[config.mk]
export PLATFORM = sky130hd
export DESIGN_NAME = fifo_sync_prog
export DESIGN_NICKNAME = d
export VERILOG_FILES = /design/src/rtl/fifo_sync_prog.sv
export SDC_FILE = /design/constraint.sdc
export NUM_CORES = 1
export LEC_CHECK = 0
export CAP_MARGIN = 20
export CORE_ASPECT_RATIO = 1.4
export CORE_MARGIN = 4
export CORE_UTILIZATION = 57
export DETAILED_ROUTE_END_ITERATION = 10
export GPL_ROUTABILITY_DRIVEN = 0
export PLACE_DENSITY = 0.78
export SKIP_CTS_REPAIR_TIMING = 1
export SYNTH_ARGS = -nofsm -noshare
export SYNTH_HDL_FRONTEND = slang
export SYNTH_SLANG_ARGS = --single-unit
[constraint.sdc]
create_clock -name clk -period 4.01 [get_ports clk]
set_input_delay 0.6015 -clock clk [delete_from_list [all_inputs] [get_ports clk]]
set_output_delay 0.6015 -clock clk [all_outputs]
set_load 0.03 [all_outputs]
[src/rtl/fifo_sync_prog.sv]
// Single-clock FIFO: parametrised width/depth, programmable almost-full/empty margins, occupancy count, flush.
// Define FIFO_FWFT_EN for first-word-fall-through read data; otherwise data_out is registered with one-cycle latency.
module fifo_sync_prog #(
   parameter int DATA_WIDTH = 16,
   parameter int DEPTH      = 8,
   parameter int AF_MARGIN  = 1,
   parameter int AE_MARGIN  = 1
) (
   input  logic                         clk,
   input  logic                         rst_n,
   input  logic                         flush,
   input  logic [DATA_WIDTH-1:0]        data_in,
   input  logic                         wr_en,
   input  logic                         rd_en,
   output logic [DATA_WIDTH-1:0]        data_out,
   output logic                         wr_ack,
   output logic                         overflow,
   output logic                         underflow,
   output logic                         full,
   output logic                         empty,
   output logic                         almostfull,
   output logic                         almostempty,
   output logic [$clog2(DEPTH+1)-1:0]   count
);

   localparam int                PTR_W    = $clog2(DEPTH);
   localparam int                CNT_W    = $clog2(DEPTH+1);
   localparam logic [PTR_W-1:0]  LAST_PTR = PTR_W'(DEPTH-1);
   localparam logic [CNT_W-1:0]  FULL_CNT = CNT_W'(DEPTH);
   localparam logic [CNT_W-1:0]  AF_LEVEL = CNT_W'(DEPTH-AF_MARGIN);
   localparam logic [CNT_W-1:0]  AE_LEVEL = CNT_W'(AE_MARGIN);

   logic [DATA_WIDTH-1:0] mem [DEPTH];
   logic [PTR_W-1:0]      wr_ptr, rd_ptr, wr_ptr_nxt, rd_ptr_nxt;
   logic [CNT_W-1:0]      count_q, count_nxt;
   logic                  wr_ok, rd_ok;

   // Pointers wrap by explicit compare so DEPTH need not be a power of two.
   function automatic logic [PTR_W-1:0] ptr_inc(input logic [PTR_W-1:0] p);
      return (p == LAST_PTR) ? '0 : p + 1'b1;
   endfunction

   assign count       = count_q;
   assign full        = (count_q == FULL_CNT);
   assign empty       = (count_q == '0);
   assign almostfull  = (count_q >= AF_LEVEL) && !full;
   assign almostempty = !empty && (count_q <= AE_LEVEL);

   // NOTE: every always_comb output gets a default first so no path can infer a latch.
   always_comb begin
      wr_ok      = 1'b0;
      rd_ok      = 1'b0;
      wr_ptr_nxt = wr_ptr;
      rd_ptr_nxt = rd_ptr;
      count_nxt  = count_q;
      if (rst_n && !flush) begin
         wr_ok = wr_en && !full;
         rd_ok = rd_en && !empty;
      end
      if (wr_ok) wr_ptr_nxt = ptr_inc(wr_ptr);
      if (rd_ok) rd_ptr_nxt = ptr_inc(rd_ptr);
      unique case ({wr_ok, rd_ok})
         2'b10:   count_nxt = (count_q == FULL_CNT) ? count_q : count_q + 1'b1;
         2'b01:   count_nxt = (count_q == '0) ? count_q : count_q - 1'b1;
         default: count_nxt = count_q;
      endcase
   end

   // NOTE: sequential state uses non-blocking assignments so every register samples pre-edge values.
   always_ff @(posedge clk) begin
      if (!rst_n || flush) begin
         wr_ptr    <= '0;
         rd_ptr    <= '0;
         count_q   <= '0;
         wr_ack    <= 1'b0;
         overflow  <= 1'b0;
         underflow <= 1'b0;
      end else begin
         wr_ptr    <= wr_ptr_nxt;
         rd_ptr    <= rd_ptr_nxt;
         count_q   <= count_nxt;
         wr_ack    <= wr_ok;
         overflow  <= wr_en && full;
         underflow <= rd_en && empty;
      end
   end

   // NOTE: storage has no reset; stale entries are unreachable once the pointers and count clear.
   always_ff @(posedge clk) begin
      if (wr_ok) mem[wr_ptr] <= data_in;
   end

`ifdef FIFO_FWFT_EN
   // Head of queue is visible directly; zero while nothing is stored.
   assign data_out = empty ? '0 : mem[rd_ptr];
`else
   logic [DATA_WIDTH-1:0] data_out_q;

   always_ff @(posedge clk) begin
      if (!rst_n)     data_out_q <= '0;
      else if (rd_ok) data_out_q <= mem[rd_ptr];
   end

   assign data_out = data_out_q;
`endif

endmodule
## Yosys cells after proc, flatten, opt, wreduce, memory -nomap -nowiden

Memory sizes are Yosys's and may differ from the RTL's. A register that Yosys moved wholly into a read port is not among the register bits.
Index checks and enable logic that the tools add are counted.

- Flip-flop bits (word level): 13
- RAM bits: 128
- Input bits: 21
- Output and inout port bits: 27
- Word-level logic and storage cells: 45
- Memories: 1

Memory list:

| memory | words | bits a word | read ports | clocked after Yosys merged registers in | write ports | RTL line | source |
|---|---|---|---|---|---|---|---|
| mem | 8 | 16 | 1 | 1 | 1 | 33 | `logic [DATA_WIDTH-1:0] mem [DEPTH];` |

- Add/sub/neg operators: 4
- $lt $le $gt $ge: 2
- Equality and inequality tests: 7
- Mux-type cells: 9
- Reductions and logical operators: 16

Operator list:

| cell | count |
|---|---|
| two-way mux 4 bit | 2 |
| one-hot mux 4 bit (2 select lines) | 1 |
| logical AND 1 bit | 7 |
| adder 3 x 1 -> 3 bit, second input constant | 2 |
| == test 3 bit, second input constant | 2 |
| two-way mux 3 bit | 2 |
| logical NOT 1 bit | 5 |
| adder 4 x 1 -> 4 bit, second input constant | 1 |
| == test 4 bit, second input constant | 1 |
| greater-or-equal comparator 4 x 3 -> 1 bit, second input constant | 1 |
| <= comparator 4 x 1 -> 1 bit, second input constant | 1 |
| logical NOT 4 bit | 1 |
| two-way mux 1 bit | 4 |
| != test 2 bit, second input constant | 2 |
| subtractor 4 x 1 -> 4 bit, second input constant | 1 |
| AND reduction 3 bit | 1 |
| == test 2 x 1 -> 1 bit, second input constant | 1 |
| == test 2 bit, second input constant | 1 |
| nonzero test 2 bit | 1 |
| logical OR 1 bit | 1 |

## Logic depth before layout (Yosys ltp)

- Word-level depth: 7
- Depth in mapped cells: 7
- Mapped depth without buffers: 7

## Worst setup path before layout

Ideal clock, no wire load.

- Kind: register to register
- From: register count_q[1] (netlist: count[1])
- To: memory mem[0][0] (enable)
- Library setup time: 430 ps
- Arrival time: 2764 ps
- Data required time: 3580 ps
- Path slack: 816 ps
- Stages on the path, launching flop included: 6
- Buffers on the path: 0
- Period minus slack after synthesis: 3194 ps
- Cell sequence: dfxtp_1 inv_1 ha_1 nand3b_4 nand2_2 nor4_1

- Longest elaborated chain between the ends: 6

Ends and longest elaborated chain:

| item | RTL line | source |
|---|---|---|
| start, declared | 35 | `logic [CNT_W-1:0] count_q, count_nxt;` |
| start signal, assigned | 81 | `count_q <= count_nxt;` |
| == test 4 bit | 44 | `assign full = (count_q == FULL_CNT);` |
| logical NOT 1 bit | 57 | `wr_ok = wr_en && !full;` |
| logical AND 1 bit | 57 |  |
| two-way mux 1 bit | 56 | `if (rst_n && !flush) begin` |
| two-way mux 1 bit | 90 | `if (wr_ok) mem[wr_ptr] <= data_in;` |
| two-way mux 1 bit (implied by the code) | 90 |  |
| end, declared | 33 |  |

No other way between the ends.

## Worst setup path after layout

- From: register count_q[1] (netlist: count[1])
- To: output empty

- Longest elaborated chain between the ends: 1

Ends and longest elaborated chain:

| item | RTL line | source |
|---|---|---|
| logical NOT 4 bit | 45 | `assign empty = (count_q == '0);` |
| end, declared | 20 | `output logic empty,` |

No other way between the ends.

==> summary.md <==
| Metric | Value |
|---|---|
| Max-cap viol count | `0` |
| GR Util All Layers | `0.211` |
| Number of global-route vias before repair | `roughly 3300` |
| CTS tree | `yes` |
| Critical path's slowest cell | `clkdlybuf4s50_1` |
| Area of the core | `10300 um^2` |
| Ant. Diodes | `0` |
| P per Cell Area | `roughly 480 nW/um^2` |
| TNS Setup | `0 ps` |
| Worst Hold End | `data_out[2]$_SDFFE_PN0P_` |
| Setup slack after layout | `between 1000 and 1500 ps` |
| Syn nets | `~350` |
| Met1 usage | `0.265` |
| Max Slew Vio Count | `0` |
| Via count | `3100` |
| Initial antenna violation count | `0` |
| Relative slew slack | `0.527` |
| First-pass GRT wire length | `~18 mm` |
| Dpl hpwl | `~7 mm` |
| Switch share | `0.187` |
| Type of origin of the critical path | `flip-flop` |
| Hold Crit Start | `data_out[2]$_SDFFE_PN0P_` |
| Worst r2r src | `count[0]$_SDFFE_PP0P_` |
| Worst Reg-to-Reg Cells | `6` |
| Max Freq | `~350 MHz` |
| Clock-pin slew on the worst setup and hold paths | `about 60 ps` |
| Fin crit share | `0.719` |
| DRT antenna net count | `0` |
| Crit-path max FO | `7` |
| Dpl cells | `a little over 500` |
| Netlist cell types | `39` |
| Total wire length | `11.5 mm` |
| Root buf cell | `clkbuf_16` |
| Peak VDD IR | `0.000463 V` |
| Worst Clk Skew | `9.82 ps` |
| Min Tclk post-route | `just under 3000 ps` |
| I/O pin count | `48` |
| FF-to-FF setup slack | `~1700 ps` |
| Mapped cell area | `slightly above 6000 um^2` |
| Worst Hold Class | `flip-flop to flip-flop` |
| H-tree depth | `4` |
| Cell taking the most area after synthesis | `edfxtp_1` |
| Filler instances | `roughly 680` |
| Nets | `roughly 410` |
| Clock network fraction of total power | `0.464` |
| Syn. warnings | `0` |
| Worst Path Required | `3410 ps` |
| Drt wl/cell | `21.4 um` |
| Longest Clk Path Bufs | `2` |
| Layout cells sized above 1 | `0.213` |
| Main synth FF type | `edfxtp_1` |
| Number of flops mapped to enable cells by yosys | `128` |
| Switching power | `between 0.0006 and 0.0007 W` |
| Global route hottest layer | `met2` |
| Dpl ws | `roughly 1200 ps` |
| GR Util met3 | `0.0594` |
| Die width | `approximately 95 um` |
| Post-synth top area share | `0.635` |
| Latest clock arrival within the worst-skew pair | `around 400 ps` |
| Final setup fails | `0` |
| Largest net degree at the start of global routing | `23` |
| WP data arrival | `2280 ps` |
| Area grow syn2layout | `21.4%` |
| Post-Synthesis Cells | `around 320` |
| Hold_ws | `around 450 ps` |
| CP endpoint kind | `output port` |
| Row count | `44` |
| Seq pwr share | `0.506` |
| Kind of critical path | `flip-flop to output port` |
| Largest stage delay, worst path | `about 740 ps` |
| DR pass1 iterations | `5` |
| Inserted Clock Buffers | `17` |
| Non-filler cells, final | `~540` |
| Most frequent cells in the layout | `edfxtp_1 (128), clkdlybuf4s50_1 (47), mux4_2 (32)` |
| Remaining DRCs | `0` |
| CTS Sinks | `roughly 160` |
| RSZ-0062 raised after global routing | `false` |
| Starting DRC count in detailed routing | `around 250` |
| Via density | `between 5 and 6` |
| Die Span Y | `around 130 um` |
| Post-synthesis sequential area ratio | `0.731` |
| Leakage | `2.38 nW` |
| Status | `complete, no violations` |
| Register area | `around 4400 um^2` |
| Logic pwr share | `0.030` |
| Synthesized flop and latch total | `157` |
| Syn Area/Cell | `about 19 um^2` |
| Async set-reset flop share out of synthesis | `0` |
| Final Hold Fails | `0` |
| Synth top area cells | `edfxtp_1 (64%), mux4_2 (12%), dfxtp_1 (9.6%)` |
| P_int | `roughly 0.0029 W` |
| Met2 GRT Util | `0.348` |
| Grt ovf | `0` |
| Most common cell after layout, fill and taps aside | `edfxtp_1` |
| Crit-path cells | `inv_1 -> ha_1 -> nor3b_4 -> clkdlybuf4s50_1` |
| PortBufs | `47` |
| Die area | `between 10000 and 15000 um^2` |
| Area of the multi-input gates | `between 1500 and 2000 um^2` |
| Worst reg2reg endpoint | `mem[2][2]$_DFFE_PP_` |
| Worst Tran Pin Value | `just over 700 ps` |
| Starting density of the core | `0.584` |
| Hold Path Stages | `2` |
-- per-stage QoR --
stage	power [W]	util	instance area [um^2]
3_5_place_dp	0.00192	0.651	6740
5_1_grt	0.00364	0.709	7340
6_report	0.00351	0.709	7340
3_3_place_gp	0.00192	0.648	6710
2_1_floorplan	0.00186	-	6050
4_1_cts	0.00354	0.709	7340
-- registers in the layout, indices dropped and copies added (netlist names) --
register,count
mem,128
data_out,16
count,4
rd_ptr,3
wr_ptr,3
overflow,1
underflow,1
wr_ack,1
-- cell usage after synthesis (2+ instances only) --
| cell | n |
|---|---|
| edfxtp_1 | 128 |
| mux4_2 | 32 |
| dfxtp_1 | 29 |
| nand2_1 | 25 |
| mux2i_1 | 20 |
| o21ai_0 | 15 |
| ha_1 | 7 |
| inv_1 | 7 |
| buf_2 | 6 |
| nor2_1 | 6 |
| nor3_1 | 5 |
| a21oi_1 | 4 |
| buf_6 | 4 |
| buf_4 | 3 |
| nand2b_1 | 3 |
| nand3_1 | 3 |
| o21ai_1 | 2 |
-- final cells by class --
cell class	count	area share
well taps	138	0.0235
flip-flops and latches	157	0.603
repair buffers	60	0.0801
inverters	7	0.00358
multi-input cells	143	0.207
clock buffers	20	0.0595
clock inverters	12	0.0230
-- critical path, delay by kind of cell, from the launching register on --
family,cells,cell delay [ps]
DFF,1,360
adders and majority gates,1,300
and+or+nand+nor,1,370
buffers and inverters,2,840
-- metal layers --
| layer | share of wire | wire length [um] |
|---|---|---|
| met4 | 0.011 | 123 |
| met2 | 0.54 | 6180 |
| met5 | 0 | 0 |
| met1 | 0.38 | 4380 |
| met3 | 0.071 | 820 |
-- how the worst max path moves through the flow --
stage                                from             endpoint  slack (ps)  cells past startpoint
floorplan           count[1]$_SDFFE_PP0P_  mem[0][0]$_DFFE_PP_         820                      5
global placement                    rst_n  mem[2][4]$_DFFE_PP_        1240                      5
detailed placement                  rst_n  mem[3][4]$_DFFE_PP_        1190                      5
finish              count[1]$_SDFFE_PP0P_                empty        1130                      4
global route        count[0]$_SDFFE_PP0P_          almostempty        1010                      4
CTS                 count[1]$_SDFFE_PP0P_                empty        1110                      4
-- cells by family (layout without fill, tap and decap cells) --
logic type,after synthesis,count (layout),synth area share
DFF,157,157,0.731
and+or+nand+nor,54,54,0.0478
muxes,52,52,0.152
AOI/OAI and AO/OA,29,29,0.0292
buffers and inverters,21,99,0.0211
adders and majority gates,7,7,0.0145
xor gates and xnor gates,1,1,0.00372
-- power by group through the flow --
stage                     registers (W)  clock network, W  logic [W]
after global placement          0.00181                 0   0.000104
after global routing            0.00178           0.00175   0.000114
final                           0.00178           0.00163   0.000106
after detailed placement        0.00181                 0   0.000107
after CTS                       0.00178           0.00166   0.000108
after floorplan                 0.00182                 0  0.0000437
Power figures use the tool's default switching activity.
